### src/rtl/busca_instrucao.sv
// Instruction-fetch stage: owns PC and IR, fetches over a req/ack handshake
// and selects the next PC from the control unit's write controls.
module busca_instrucao #(
   parameter int unsigned          LARG_PC    = 8,
   parameter int unsigned          LARG_INSTR = 16,
   parameter logic [LARG_PC-1:0]   PC_RESET   = '0
) (
   input  logic                  clk,
   input  logic                  rst,
   output logic                  mem_req,
   output logic [LARG_PC-1:0]    mem_addr,
   input  logic                  mem_ack,
   input  logic [LARG_INSTR-1:0] mem_dado,
   input  logic                  EscCP,
   input  logic                  EscCondCP,
   input  logic [1:0]            FonteCP,
   input  logic                  zero,
   input  logic [LARG_PC-1:0]    alvo_ula,
   output logic [LARG_PC-1:0]    PC,
   output logic [LARG_INSTR-1:0] IR,
   output logic [3:0]            opcode,
   output logic                  instr_valida,
   output logic                  parado
);

   typedef enum logic [2:0] {
      INICIO,
      BUSCA,
      DECOD,
      EXEC,
      PARADO
   } estado_t;

   estado_t               estado_q;
   logic [LARG_PC-1:0]    pc_q;
   logic [LARG_PC-1:0]    pc_d;
   logic [LARG_PC-1:0]    pc_seq;
   logic [LARG_INSTR-1:0] ir_q;
   logic                  escreve_pc;

   assign pc_seq = pc_q + 1'b1;

   // A conditional write always updates PC: taken branch or fall-through.
   always_comb begin
      pc_d       = pc_seq;
      escreve_pc = 1'b1;
      if (EscCondCP) begin
         pc_d = zero ? alvo_ula : pc_seq;
      end else if (EscCP) begin
         unique case (FonteCP)
            2'b01:   pc_d = alvo_ula;
            2'b10:   pc_d = ir_q[LARG_PC-1:0];
            default: pc_d = pc_seq;
         endcase
      end else begin
         pc_d       = pc_q;
         escreve_pc = 1'b0;
      end
   end

   always_ff @(posedge clk or posedge rst) begin
      if (rst) begin
         estado_q <= INICIO;
         pc_q     <= PC_RESET;
         ir_q     <= '0;
      end else begin
         unique case (estado_q)
            INICIO: estado_q <= BUSCA;
            BUSCA: begin
               if (mem_ack) begin
                  ir_q     <= mem_dado;
                  estado_q <= DECOD;
               end
            end
            DECOD: estado_q <= EXEC;
            EXEC: begin
               pc_q     <= pc_d;
               estado_q <= escreve_pc ? BUSCA : PARADO;
            end
            PARADO: estado_q <= PARADO;
            default: estado_q <= INICIO;
         endcase
      end
   end

   assign mem_req      = (estado_q == BUSCA);
   assign mem_addr     = pc_q;
   assign PC           = pc_q;
   assign IR           = ir_q;
   assign opcode       = ir_q[LARG_INSTR-1 -: 4];
   assign instr_valida = (estado_q == DECOD);
   assign parado       = (estado_q == PARADO);

endmodule
### config.mk
export PLATFORM = sky130hd
export DESIGN_NAME = busca_instrucao
export DESIGN_NICKNAME = d
export VERILOG_FILES = /design/src/rtl/busca_instrucao.sv
export SDC_FILE = /design/constraint.sdc
export NUM_CORES = 1
export LEC_CHECK = 0
export CORE_ASPECT_RATIO = 1.75
export CORE_UTILIZATION = 46
export DETAILED_ROUTE_END_ITERATION = 7
export PLACE_DENSITY = 0.95
export SLEW_MARGIN = 20
export SYNTH_ARGS = -nofsm -noshare
export SYNTH_HDL_FRONTEND = slang
export SYNTH_SLANG_ARGS = --single-unit
### constraint.sdc
create_clock -name clk -period 3.7 [get_ports clk]
set_input_delay 0.555 -clock clk [delete_from_list [all_inputs] [get_ports clk]]
set_output_delay 0.555 -clock clk [all_outputs]
set_load 0.02 [all_outputs]
Yosys cells after proc, flatten, opt, wreduce, memory -nomap -nowiden
Cells that the tools add are included.

word-level totals
  register bits after elaboration = 27
  bits in latches = 0
  bits in writable memories = 0
  bits in read-only memories = 0
  input port bits = 32
  logic and storage cells = 24
  memories kept = 0

cells by class
  $add $sub $neg = 1
  multiply operators = 0
  divide/modulo/power cells = 0
  magnitude comparators = 0
  equality and inequality tests = 7
  shift-type cells = 0
  multiplexer cells = 9
  bitwise logic cells = 0
  reductions and logical operators = 4

operators with widths
  cell                 count
  $mux 8               3
  $pmux 8 s2           1
  $pmux 3 s5           1
  $add 8x1->8 const B  1
  $eq 3x2->1 const B   2
  $mux 3               2
  $reduce_and 2->1     2
  $eq 3x1->1 const B   1
  $eq 3x3->1 const B   1
  $logic_not 3->1      1
  $eq 2x1->1 const B   1
  $eq 2x2->1 const B   1
  $mux 1               2
  $ne 2x1->1 const B   1
  $reduce_bool 2->1    1

Logic depth before layout (Yosys ltp)
  depth after elaboration = 4
  depth in mapped cells = 7
  depth with buffers taken out = 6

Worst setup path after synthesis
No wires, ideal clock.

  kind = input -> register
  start point = in FonteCP[1]
  end point = reg pc_q[5], in the netlist PC[5]
  arrival = 1.568 ns
  path slack = 1.995 ns
  stages = 7
  buffers on the path = 1
  path through = inv_1 ha_1 clkbuf_1 a221oi_1 mux2i_1 a21oi_1 o221ai_1

between the ends
  longest elaborated chain between the ends = 4
  elaborated cells on any way between the ends = 5

RTL lines
  what                                             line  text
  from (decl)                                      16    input logic [1:0] FonteCP,
  $eq 2x2->1 / $eq 2x1->1 (equally long branches)  50    unique case (FonteCP)
  $pmux 8 s2 (*)                                   50
  $mux 8 (*)                                       49    end else if (EscCP) begin
  $mux 8 (*)                                       47    if (EscCondCP) begin
  to (signal assigned)                             77    pc_q <= pc_d;
  to (decl)                                        35    logic [LARG_PC-1:0] pc_q;

Mark *: on every way between the ends. The rest lies on a longest branch, timed or not. The select of a mux whose other input is x is not followed.
A chain may end at the register's enable or synchronous reset.

Worst setup path after layout
  start point = in FonteCP[0]
  end point = reg pc_q[5], in the netlist PC[5]

Same word-level chain as after synthesis.

==> metrics.md <==
| Metric | Value |
|---|---|
| Die ar. | 3990 um2 |
| Post-route ant nets | 0 |
| TNS Setup | 0 ns |
| Vias in the first global route | 1,465 |
| Placed Cells | 256 |
| # resized after CTS | 0 |
| Post-CTS Setup Inserts | 0 |
| RSZ-0062 raised after global routing | false |
| Area of the mapped netlist | 1720 um2 |
| Most frequent cell after synthesis | dfrtp_1 |
| Initial drt markers | 57 |
| Endpoints failing hold | 0 |
| Worst-margin pin slew | 0.959 ns |
| Gpl congestion | 0.887 |
| Final setup viols | 0 |
| Initial Util | 0.478 |
| Row count | 29 |
| WL per Instance | 15.5 um |
| Routed wire length | 4.02 mm |
| Pleak | 0.949 nW |
| Post-CTS Hold Fix Bufs | 0 |
| #FFs+latches synth | 27 |
| Dpl hpwl | 3.07 mm |
| Max-cap violations | 0 |
| Worst skew pair latency | 0.27 ns |
| Dpl ws | 1.12 ns |
| Fmax | 439 MHz |
| Worst Clk Skew | 0.00259 ns |
| Total gr overflow | 0 |
| NumNets Final | 250 |
| Mapped Nets | 196 |
| IO Port Bufs | 70 |
| Fin worst setup slack | 1.42 ns |
| Fin. max-slew vios | 0 |
| Reg-to-reg slack, setup | 2.01 ns |
| Maximum vdd drop | 0.532 mV |
| Power Total | 1.91 mW |
| Max-Slew Margin vs Limit | 0.357 |
| Reg2reg path depth | 5 |
| Post-synth EDFFs | 0 |
| Final min period | 2.28 ns |
| First-pass GRT wire length | 6.76 mm |
| Outcome | complete, no violations |
| IO Pins | 71 |
| Leading area contributor after synthesis | dfrtp_1 |
| Ys async rst share | 1.00 |
| Main area contributors after synthesis | dfrtp_1 39%, mux2_4 7.9%, buf_4 5.2%, mux2_2 5.2%, a221oi_1 4.1% |
| Compound-Gate Fraction of Synth Area | 0.163 |
| Post-synthesis simple-gate area fraction | 0.135 |
| Hold Crit Depth | 1 |
| Clk sinks | 27 |
| Ant diodes | 0 |
| CTS max path bufs | 2 |
| Drt via density | 5.68 |
| Crit Reg-Reg Startpoint | PC[0]$_DFFE_PP0P_ |
| Root Buffer | clkbuf_8 |
| CTS clock-pin slew for the worst setup and hold paths | 0.09 ns |
| Setup crit start kind | primary input |
| Crit share post-route | 0.616 |
| Die Y | 82.8 um |
| Largest family of logic cells by synthesized area | compound AO/OA/AOI/OAI gates |
| Placed cell area | 2310 um2 |
| Post-route cell area | 2360 um2 |
| Total GRT Usage | 0.228 |
| CTS Buf Count | 3 |
| CP endpoint kind | flop |
| Post-Syn Instances | 161 |
| Final non-filler cell total | 260 |
| Critical Path RT | 3.84 ns |
| Post-route DRC | 0 |
| FF-to-FF End | PC[2]$_DFFE_PP0P_ |
| Synth Area in XOR/XNOR | 0.0153 |
| Start point of the critical path | FonteCP[0] |
| Hold Path Sink | IR[11]$_DFFE_PP0P_ |
| H-tree depth | 1 |
| Largest net degree at the start of global routing | 28 |
| Yosys top cell area share | 0.394 |
| Main synth FF type | dfrtp_1 |
| Distinct cells, synth | 48 |
| Layout cells sized above 1 | 0.121 |
| Die W | 48.2 um |
| Initial DRT Pass Iterations | 8 |
| Commonest cells in the netlist | 27 x dfrtp_1, 12 x buf_4, 9 x mux2_4 |
| Power Density | 812 nW/um2 |
| CTS tree | yes |
| Worst hold-check path type | reg2reg |
| Syn_area_per_cell | 10.7 um2 |
| Area delta synth->final | 37.2% |
| Crit path kind | in2reg |
| Crit Path Max Fanout | 16 |
| Initial antenna violation count | 0 |
| Hold Startpoint | IR[11]$_DFFE_PP0P_ |
| Syn. warnings | 0 |
| Core region area | 3590 um2 |
| WP data arrival | 2.42 ns |
| Adder-cell share of the synthesized area | 0.0219 |
| Post-synthesis sequential area ratio | 0.394 |
| Mux share of post-synthesis cell area | 0.155 |
| Vias | 1,476 |
-- where the power goes --
part	internal (mW)	switching, mW
clock network	0.0771	0.0900
logic	0.608	0.525
registers	0.438	0.173
-- critical path: stages --
cell and delay (ns):
clkdlybuf4s50_1 0.50, inv_1 0.06, ha_1 0.48, a221oi_1 0.37, mux2i_1 0.14, a21oi_1 0.20
o221ai_1 0.12
-- placed cells by master (no fill, tap or decap), types with 2 or more instances in the layout --
cell type        synthesis  layout
nand2_1                  6       6
inv_1                    8       7
or2_2                    2       2
o21ai_0                  6       6
a221oi_1                 8       8
nor3_1                   5       5
a21oi_1                  7       7
nand4_1                  3       3
dfrtp_1                 27      27
nand3_1                  4       4
mux2_4                   9       9
xnor2_1                  2       2
mux2i_1                  4       4
ha_1                     3       3
nor4_1                   3       3
mux2_2                   8       8
clkdlybuf4s50_1          0      70
nor3b_1                  2       2
nor2_1                   2       2
clkbuf_8                 0       3
nor2b_1                  3       3
o21a_1                   3       3
o211ai_1                 4       4
-- per-layer routing --
metal / vias up / wire length [um] / global-route usage
li1: 690 / - / -
met1: 721 / 1510 / 0.279
met2: 56 / 2280 / 0.379
met3: 9 / 133 / 0.0283
met4: 0 / 93 / 0.0909
met5: - / 0 / 0
-- worst max path at each step --
stage          slack, ns                 to  cells past startpoint
2_1_floorplan       1.99  PC[5]$_DFFE_PP0P_                      7
3_3_place_gp        1.31  PC[5]$_DFFE_PP0P_                      7
3_5_place_dp        1.12  PC[5]$_DFFE_PP0P_                      7
4_1_cts             1.41  PC[5]$_DFFE_PP0P_                      7
5_1_grt             1.28  PC[5]$_DFFE_PP0P_                      7
6_report            1.42  PC[5]$_DFFE_PP0P_                      7
-- kinds of logic after synthesis --
family          Yosys count
compound gates           39
xor+xnor                  3
fa+ha+maj                 3
buf+inv                  30
flops                    27
mux                      21
simple gates             38
-- per-stage QoR --
step	util	hold slack, ns
finish	0.656	0.510
global route	0.656	0.532
floorplan	-	0.514
detailed placement	0.643	0.494
global placement	0.643	0.489
CTS	0.656	0.515
-- sequential cells by signal, summed over array words and instances, names as in the netlist --
name / flops
IR: 16
PC: 8
estado_q: 3
-- cell type report --
cell class,count,area (um2)
inverters,8,30.0
repair buffers,71,708
well taps,46,57.6
fillers,277,1240
clock buffers,4,45.0
flip-flops and latches,27,676
multi-input cells,104,840
Note: power is estimated with default switching activity, not from simulation.
